===== config.mk =====
export PLATFORM = sky130hd
export DESIGN_NAME = regfile_arbiter
export DESIGN_NICKNAME = d
export VERILOG_FILES = /design/src/rtl/regfile_pkg.sv /design/src/rtl/regfile_arbiter_rr.sv /design/src/rtl/regfile_arbiter.sv
export SDC_FILE = /design/constraint.sdc
export NUM_CORES = 1
export LEC_CHECK = 0
export BUFFER_PORTS_ARGS = -buffer_cell sky130_fd_sc_hd__buf_4
export CORE_MARGIN = 1
export CORE_UTILIZATION = 33
export CTS_CLUSTER_SIZE = 20
export DETAILED_ROUTE_END_ITERATION = 10
export GPL_TIMING_DRIVEN = 0
export PLACE_DENSITY = 0.75
export SETUP_SLACK_MARGIN = 0.05
export SYNTH_ARGS = -nofsm -noshare
export SYNTH_HDL_FRONTEND = slang
export SYNTH_SLANG_ARGS = --single-unit

===== constraint.sdc =====
create_clock -name clk -period 1.3 [get_ports clk]
set_input_delay 0.065 -clock clk [delete_from_list [all_inputs] [get_ports clk]]
set_output_delay 0.065 -clock clk [all_outputs]
set_load 0.005 [all_outputs]

===== src/rtl/regfile_pkg.sv =====
// Shared types and constants for the register-file arbiter.
package regfile_pkg;

    // Controller mode: clearing the file, or serving requesters.
    typedef enum logic {
        ST_INIT = 1'b0,
        ST_RUN  = 1'b1
    } state_e;

    // Number of requesters sharing the register file.
    localparam int NUM_REQ = 2;

endpackage


===== src/rtl/regfile_arbiter_rr.sv =====
// Two-way round-robin grant logic with its own fairness pointer.
module rr_arbiter
    import regfile_pkg::*;
(
    input  logic               clk,
    input  logic               rst_n,
    input  logic               i_enable,
    input  logic [NUM_REQ-1:0] i_valid,
    output logic [NUM_REQ-1:0] o_grant
);

    // Requester that wins when both are valid.
    logic r_ptr;

    // Grant is purely combinational from the valids and the pointer.
    always_comb begin
        // NOTE: every output of an always_comb gets a default first, so no path can leave it unassigned and infer a latch.
        o_grant = '0;
        if (i_enable) begin
            case (i_valid)
                2'b01:   o_grant = 2'b01;
                2'b10:   o_grant = 2'b10;
                2'b11:   o_grant = r_ptr ? 2'b10 : 2'b01;
                default: o_grant = '0;
            endcase
        end
    end

    // After any grant, priority passes to the requester that did not win.
    always_ff @(posedge clk or negedge rst_n) begin
        if (!rst_n) begin
            r_ptr <= 1'b0;
        end else if (|o_grant) begin
            // NOTE: sequential state is updated with <= so every flop samples pre-edge values regardless of statement order.
            r_ptr <= o_grant[0];
        end
    end

endmodule


===== src/rtl/regfile_arbiter.sv =====
// Arbitrates two requesters onto an external register file and clears
// the file on reset or on request.
module regfile_arbiter
    import regfile_pkg::*;
#(
    parameter int WIDTH = 32,
    parameter int DEPTH = 5
) (
    input  logic                     clk,
    input  logic                     reset,
    input  logic [NUM_REQ-1:0]       reqValid,
    input  logic [NUM_REQ-1:0]       reqWrite,
    input  logic [NUM_REQ*DEPTH-1:0] reqAddr,
    input  logic [NUM_REQ*WIDTH-1:0] reqData,
    output logic [NUM_REQ-1:0]       reqReady,
    output logic [NUM_REQ-1:0]       rspValid,
    output logic [WIDTH-1:0]         rspData,
    input  logic                     initStart,
    output logic                     busy,
    output logic                     rfWriteEnable,
    output logic [DEPTH-1:0]         rfWriteAddr,
    output logic [WIDTH-1:0]         rfWriteData,
    output logic [DEPTH-1:0]         rfReadAddr,
    input  logic [WIDTH-1:0]         rfReadData
);

    state_e               r_state;
    state_e               w_next_state;
    logic [DEPTH-1:0]     r_sweep_cnt;
    logic                 w_sweep_last;

    logic                 w_arb_enable;
    logic [NUM_REQ-1:0]   w_grant;
    logic                 w_any_grant;
    logic                 w_sel;
    logic                 w_sel_write;
    logic [DEPTH-1:0]     w_sel_addr;
    logic [WIDTH-1:0]     w_sel_data;

    logic                 r_wr_en;
    logic [DEPTH-1:0]     r_wr_addr;
    logic [WIDTH-1:0]     r_wr_data;
    logic [DEPTH-1:0]     r_rd_addr;
    logic [NUM_REQ-1:0]   r_rd_pend;
    logic [NUM_REQ-1:0]   r_rsp_valid;
    logic [WIDTH-1:0]     r_rsp_data;

    assign w_sweep_last = (r_sweep_cnt == {DEPTH{1'b1}});

    // A clear request takes the cycle away from the requesters.
    assign w_arb_enable = (r_state == ST_RUN) && !initStart;

    rr_arbiter u_rr_arbiter (
        .clk      (clk),
        .rst_n    (reset),
        .i_enable (w_arb_enable),
        .i_valid  (reqValid),
        .o_grant  (w_grant)
    );

    // Steer the granted requester's command onto one internal bus.
    assign w_any_grant = |w_grant;
    assign w_sel       = w_grant[1];
    assign w_sel_write = reqWrite[w_sel];
    assign w_sel_addr  = w_sel ? reqAddr[2*DEPTH-1:DEPTH] : reqAddr[DEPTH-1:0];
    assign w_sel_data  = w_sel ? reqData[2*WIDTH-1:WIDTH] : reqData[WIDTH-1:0];

    assign reqReady      = w_grant;
    assign busy          = (r_state == ST_INIT);
    assign rfWriteEnable = r_wr_en;
    assign rfWriteAddr   = r_wr_addr;
    assign rfWriteData   = r_wr_data;
    assign rfReadAddr    = r_rd_addr;
    assign rspValid      = r_rsp_valid;
    assign rspData       = r_rsp_data;

    // Mode register.
    always_ff @(posedge clk or negedge reset) begin
        if (!reset) begin
            r_state <= ST_INIT;
        end else begin
            r_state <= w_next_state;
        end
    end

    // Leave the sweep after the last address; a clear request restarts it.
    always_comb begin
        w_next_state = r_state;
        case (r_state)
            ST_INIT: if (w_sweep_last) w_next_state = ST_RUN;
            ST_RUN:  if (initStart)    w_next_state = ST_INIT;
            default: w_next_state = ST_INIT;
        endcase
    end

    // Sweep address walks up during the clear and parks at zero otherwise.
    always_ff @(posedge clk or negedge reset) begin
        if (!reset) begin
            r_sweep_cnt <= '0;
        end else if (r_state == ST_INIT) begin
            r_sweep_cnt <= r_sweep_cnt + 1'b1;
        end else begin
            r_sweep_cnt <= '0;
        end
    end

    // Single write stage shared by the clear sweep and requester writes.
    always_ff @(posedge clk or negedge reset) begin
        if (!reset) begin
            r_wr_en   <= 1'b0;
            r_wr_addr <= '0;
            r_wr_data <= '0;
        end else if (r_state == ST_INIT) begin
            r_wr_en   <= 1'b1;
            r_wr_addr <= r_sweep_cnt;
            r_wr_data <= '0;
        end else if (w_any_grant && w_sel_write) begin
            r_wr_en   <= 1'b1;
            r_wr_addr <= w_sel_addr;
            r_wr_data <= w_sel_data;
        end else begin
            r_wr_en   <= 1'b0;
        end
    end

    // Read stage: register the address and remember who asked.
    always_ff @(posedge clk or negedge reset) begin
        if (!reset) begin
            r_rd_addr <= '0;
            r_rd_pend <= '0;
        end else begin
            r_rd_pend <= (w_any_grant && !w_sel_write) ? w_grant : '0;
            if (w_any_grant && !w_sel_write) begin
                r_rd_addr <= w_sel_addr;
            end
        end
    end

    // Response stage: capture file data and pulse the asker's valid.
    always_ff @(posedge clk or negedge reset) begin
        if (!reset) begin
            r_rsp_valid <= '0;
            r_rsp_data  <= '0;
        end else begin
            r_rsp_valid <= r_rd_pend;
            if (|r_rd_pend) begin
                r_rsp_data <= rfReadData;
            end
        end
    end

endmodule


==> summary.txt <==
share of cells above drive strength 1 = 53.9%
vias in the first global route = 3,309
TNS Setup = -6.55 ns
commonest non-fill, non-tap cell in the layout = buf_4
most frequent CP cell = buf_12
largest net degree at the start of global routing = 87
setup repair after global routing missed its margin = yes
final hold violation count = 0
multi-input logic area = 1810 sq um
Post-synth EDFFs = 0
VDD IR max = 0.912 mV
Die Y = 110 um
Mapped Cells = 299
reg2reg start = u_rr_arbiter.r_ptr$_DFFE_PN0P_
Routed Antenna Nets = 0
CTS clk-pin slew, worst paths = 0.06 ns
max-slew violation count = 0
failing checks = setup timing
sequential fraction of the synthesis area = 56.1%
Die Width = 110 um
P_leak = 3.46 nW
Hold Crit Class = in -> reg
final setup violating endpoints = 47
synth warn = 0
Seq cells post-synth = 86
maxcap violations = 0
Cell Chain, Critical Path = nand2b_4 > nand2_4 > buf_12 > buf_12 > nor2_4 > buf_6
CP Class = reg -> out
global-route wire length before repair = 16,300 um
initial antenna violation count = 0
worst slew pin tran = 0.779 ns
max frequency = 676 MHz
via count = 3,330
clock root buffer = clkbuf_16
ys async rst share = 100%
Final Cycle Share = 114%
Num CTS Buffers = 9
DRC = 0
ranking of synthesized cells by area = dfrtp_1 56%, mux2i_1 19%, mux2_2 9.4%
Worst slew margin = 48.1%
Vias/cell = 4.67
post-route clock skew = 0.00815 ns
Worst path slowest cell = dfrtp_1
final instance area = 6830 sq um
Synth area leader = dfrtp_1
Placed Instance Area = 5500 sq um
IO Pins = 193
GR Overflow Total = 0
Layout fillers = 861
Port Buffer Count = 192
Arr. time, crit path = 1.41 ns
Inserted Diodes = 0
DP Wirelength = 7120 um
Final Wtd Congestion = 0.786
critical path's largest stage delay = 0.39 ns
Min Hold Slack = 0.0304 ns
CTS Sinks = 86
std cell rows = 39
Tmin final = 1.48 ns
area fraction of the dominant cell type after synthesis = 56.1%
post-synthesis cell type count = 29
final net count = 684
fin util = 60.1%
Total GRT Usage = 18.0%
1st-iter DRT viols = 115
Synth Cell Area = 3840 sq um
FF/Latch Area = 2150 sq um
average cell area after synthesis = 12.8 sq um
Worst setup EP type = primary output
later-pin clock latency in the skew report = 0.33 ns
Main synth FF type = dfrtp_1
Critical Path RT = 1.24 ns
crit-path max FO = 3
status = complete, but fails checks
DIE AREA = 12,100 sq um
worst setup path start = u_rr_arbiter.r_ptr$_DFFE_PN0P_
Power Dens Cells = 1510 nW/um^2
H-tree depth = 3
clock buffer depth = 2
PnR worst setup slack = -0.178 ns
Setup WS pre-CTS = -0.330 ns
Syn-to-layout area delta = 78.1%
final WL = 11,200 um
CTS tree = yes
drt first pass iters = 5
core box area = 11,400 sq um
HP Start = reqData[41]
critical path launch point type = flop
leading cell types in the layout, fill and taps excluded = 206 x buf_4, 85 x dfrtp_1, 66 x mux2i_1, 35 x dlygate4sd3_1, 32 x nand2_1
syn_nets = 414
Routed wire per std cell = 15.7 um
Initial Util = 33.7%
-- power breakdown --
group          leakage, nW  switching (mW)  total, mW  internal [mW]
clock                0.133           0.938       2.37           1.44
sequential            1.08           0.528       4.00           3.47
combinational         2.24            1.38       3.92           2.55
total                 3.46            2.84       10.3           7.45
-- registers in the layout, indices dropped and copies added, names as in the netlist --
| signal | flops |
|---|---|
| rfWriteData | 32 |
| rspData | 32 |
| r_sweep_cnt | 5 |
| rfReadAddr | 5 |
| rfWriteAddr | 5 |
| r_rd_pend | 2 |
| rspValid | 2 |
| r_state | 1 |
| rfWriteEnable | 1 |
| u_rr_arbiter.r_ptr | 1 |
-- logic make-up after synthesis --
| family | after synthesis | share of synthesized area [%] |
|---|---|---|
| buffers and inverters | 25 | 3.46 |
| XOR/XNOR | 2 | 0.457 |
| multiplexers | 106 | 28.7 |
| AO/OA/AOI/OAI | 18 | 3.26 |
| AND/OR/NAND/NOR | 60 | 7.37 |
| flip-flops | 86 | 56.1 |
| adder cells (fa/ha/maj) | 2 | 0.652 |
-- synth_stat cells (2+ instances only) --
| master | instances |
|---|---|
| buf_2 | 7 |
| ha_1 | 2 |
| nand3_1 | 6 |
| nor2b_1 | 2 |
| clkbuf_1 | 5 |
| nand2_1 | 33 |
| o211ai_1 | 5 |
| buf_4 | 2 |
| mux2_2 | 32 |
| dfrtp_1 | 86 |
| nor2_1 | 7 |
| inv_1 | 8 |
| buf_6 | 3 |
| mux2i_1 | 74 |
| a21oi_1 | 5 |
| and3_1 | 6 |
| o21ai_0 | 4 |
-- layout make-up --
| class | instances | share of cell area, % |
|---|---|---|
| clock inverter | 3 | 0.586 |
| buffer | 17 | 3.08 |
| clock buffer | 9 | 3.30 |
| sequential | 86 | 31.5 |
| multi-input combinational | 188 | 26.6 |
| timing repair buffer | 259 | 31.9 |
| tap | 143 | 2.62 |
| inverter | 8 | 0.476 |
-- critical path, delay by kind of cell (launching register included) --
kind                   cells  cell delay [ns]
AND/OR/NAND/NOR            3             0.34
buffers and inverters      3             0.36
flip-flops                 1             0.39
-- metrics by stage --
step / std cells / total power [mW]
global placement: 634 / 6.88
floorplan: 299 / 5.26
finish: 713 / 10.3
detailed placement: 634 / 7.01
CTS: 704 / 10.2
global route: 713 / 10.9
-- metal layers --
metal	global-route usage (%)	vias to the layer above	wire length, um
li1	-	1582	-
met1	20.9	1590	4450
met2	32.4	135	5870
met3	3.14	23	628
met4	7.90	0	270
met5	0	-	0
-- what timing repair did --
| action | 4_1_cts | 5_1_grt |
|---|---|---|
| buffers inserted | 19 | 10 |
| gates resized for setup | 82 | 20 |
| pin swaps | 10 | 7 |
| endpoints found under the setup margin | 82 | 165 |
| hold endpoints to repair | 116 | 0 |
| cloned | 4 | 2 |
| hold buffers | 35 | 0 |
-- path summary, 6_finish.rpt --
check | endpoint | slack, ns | depth (start not counted)
max in group asynchronous | r_state$_DFF_PN0_ | 0.38 | 2
worst max register to register | rfWriteData[29]$_DFFE_PN0P_ | -0.17 | 7
worst min register to register | rspValid[0]$_DFF_PN0_ | 0.43 | 0
worst min-delay path | rfWriteData[9]$_DFFE_PN0P_ | 0.03 | 3
min in group asynchronous | rspData[25]$_DFFE_PN0P_ | 0.37 | 2
worst max-delay path | reqReady[1] | -0.18 | 6
(Power assumes the default switching activity.)
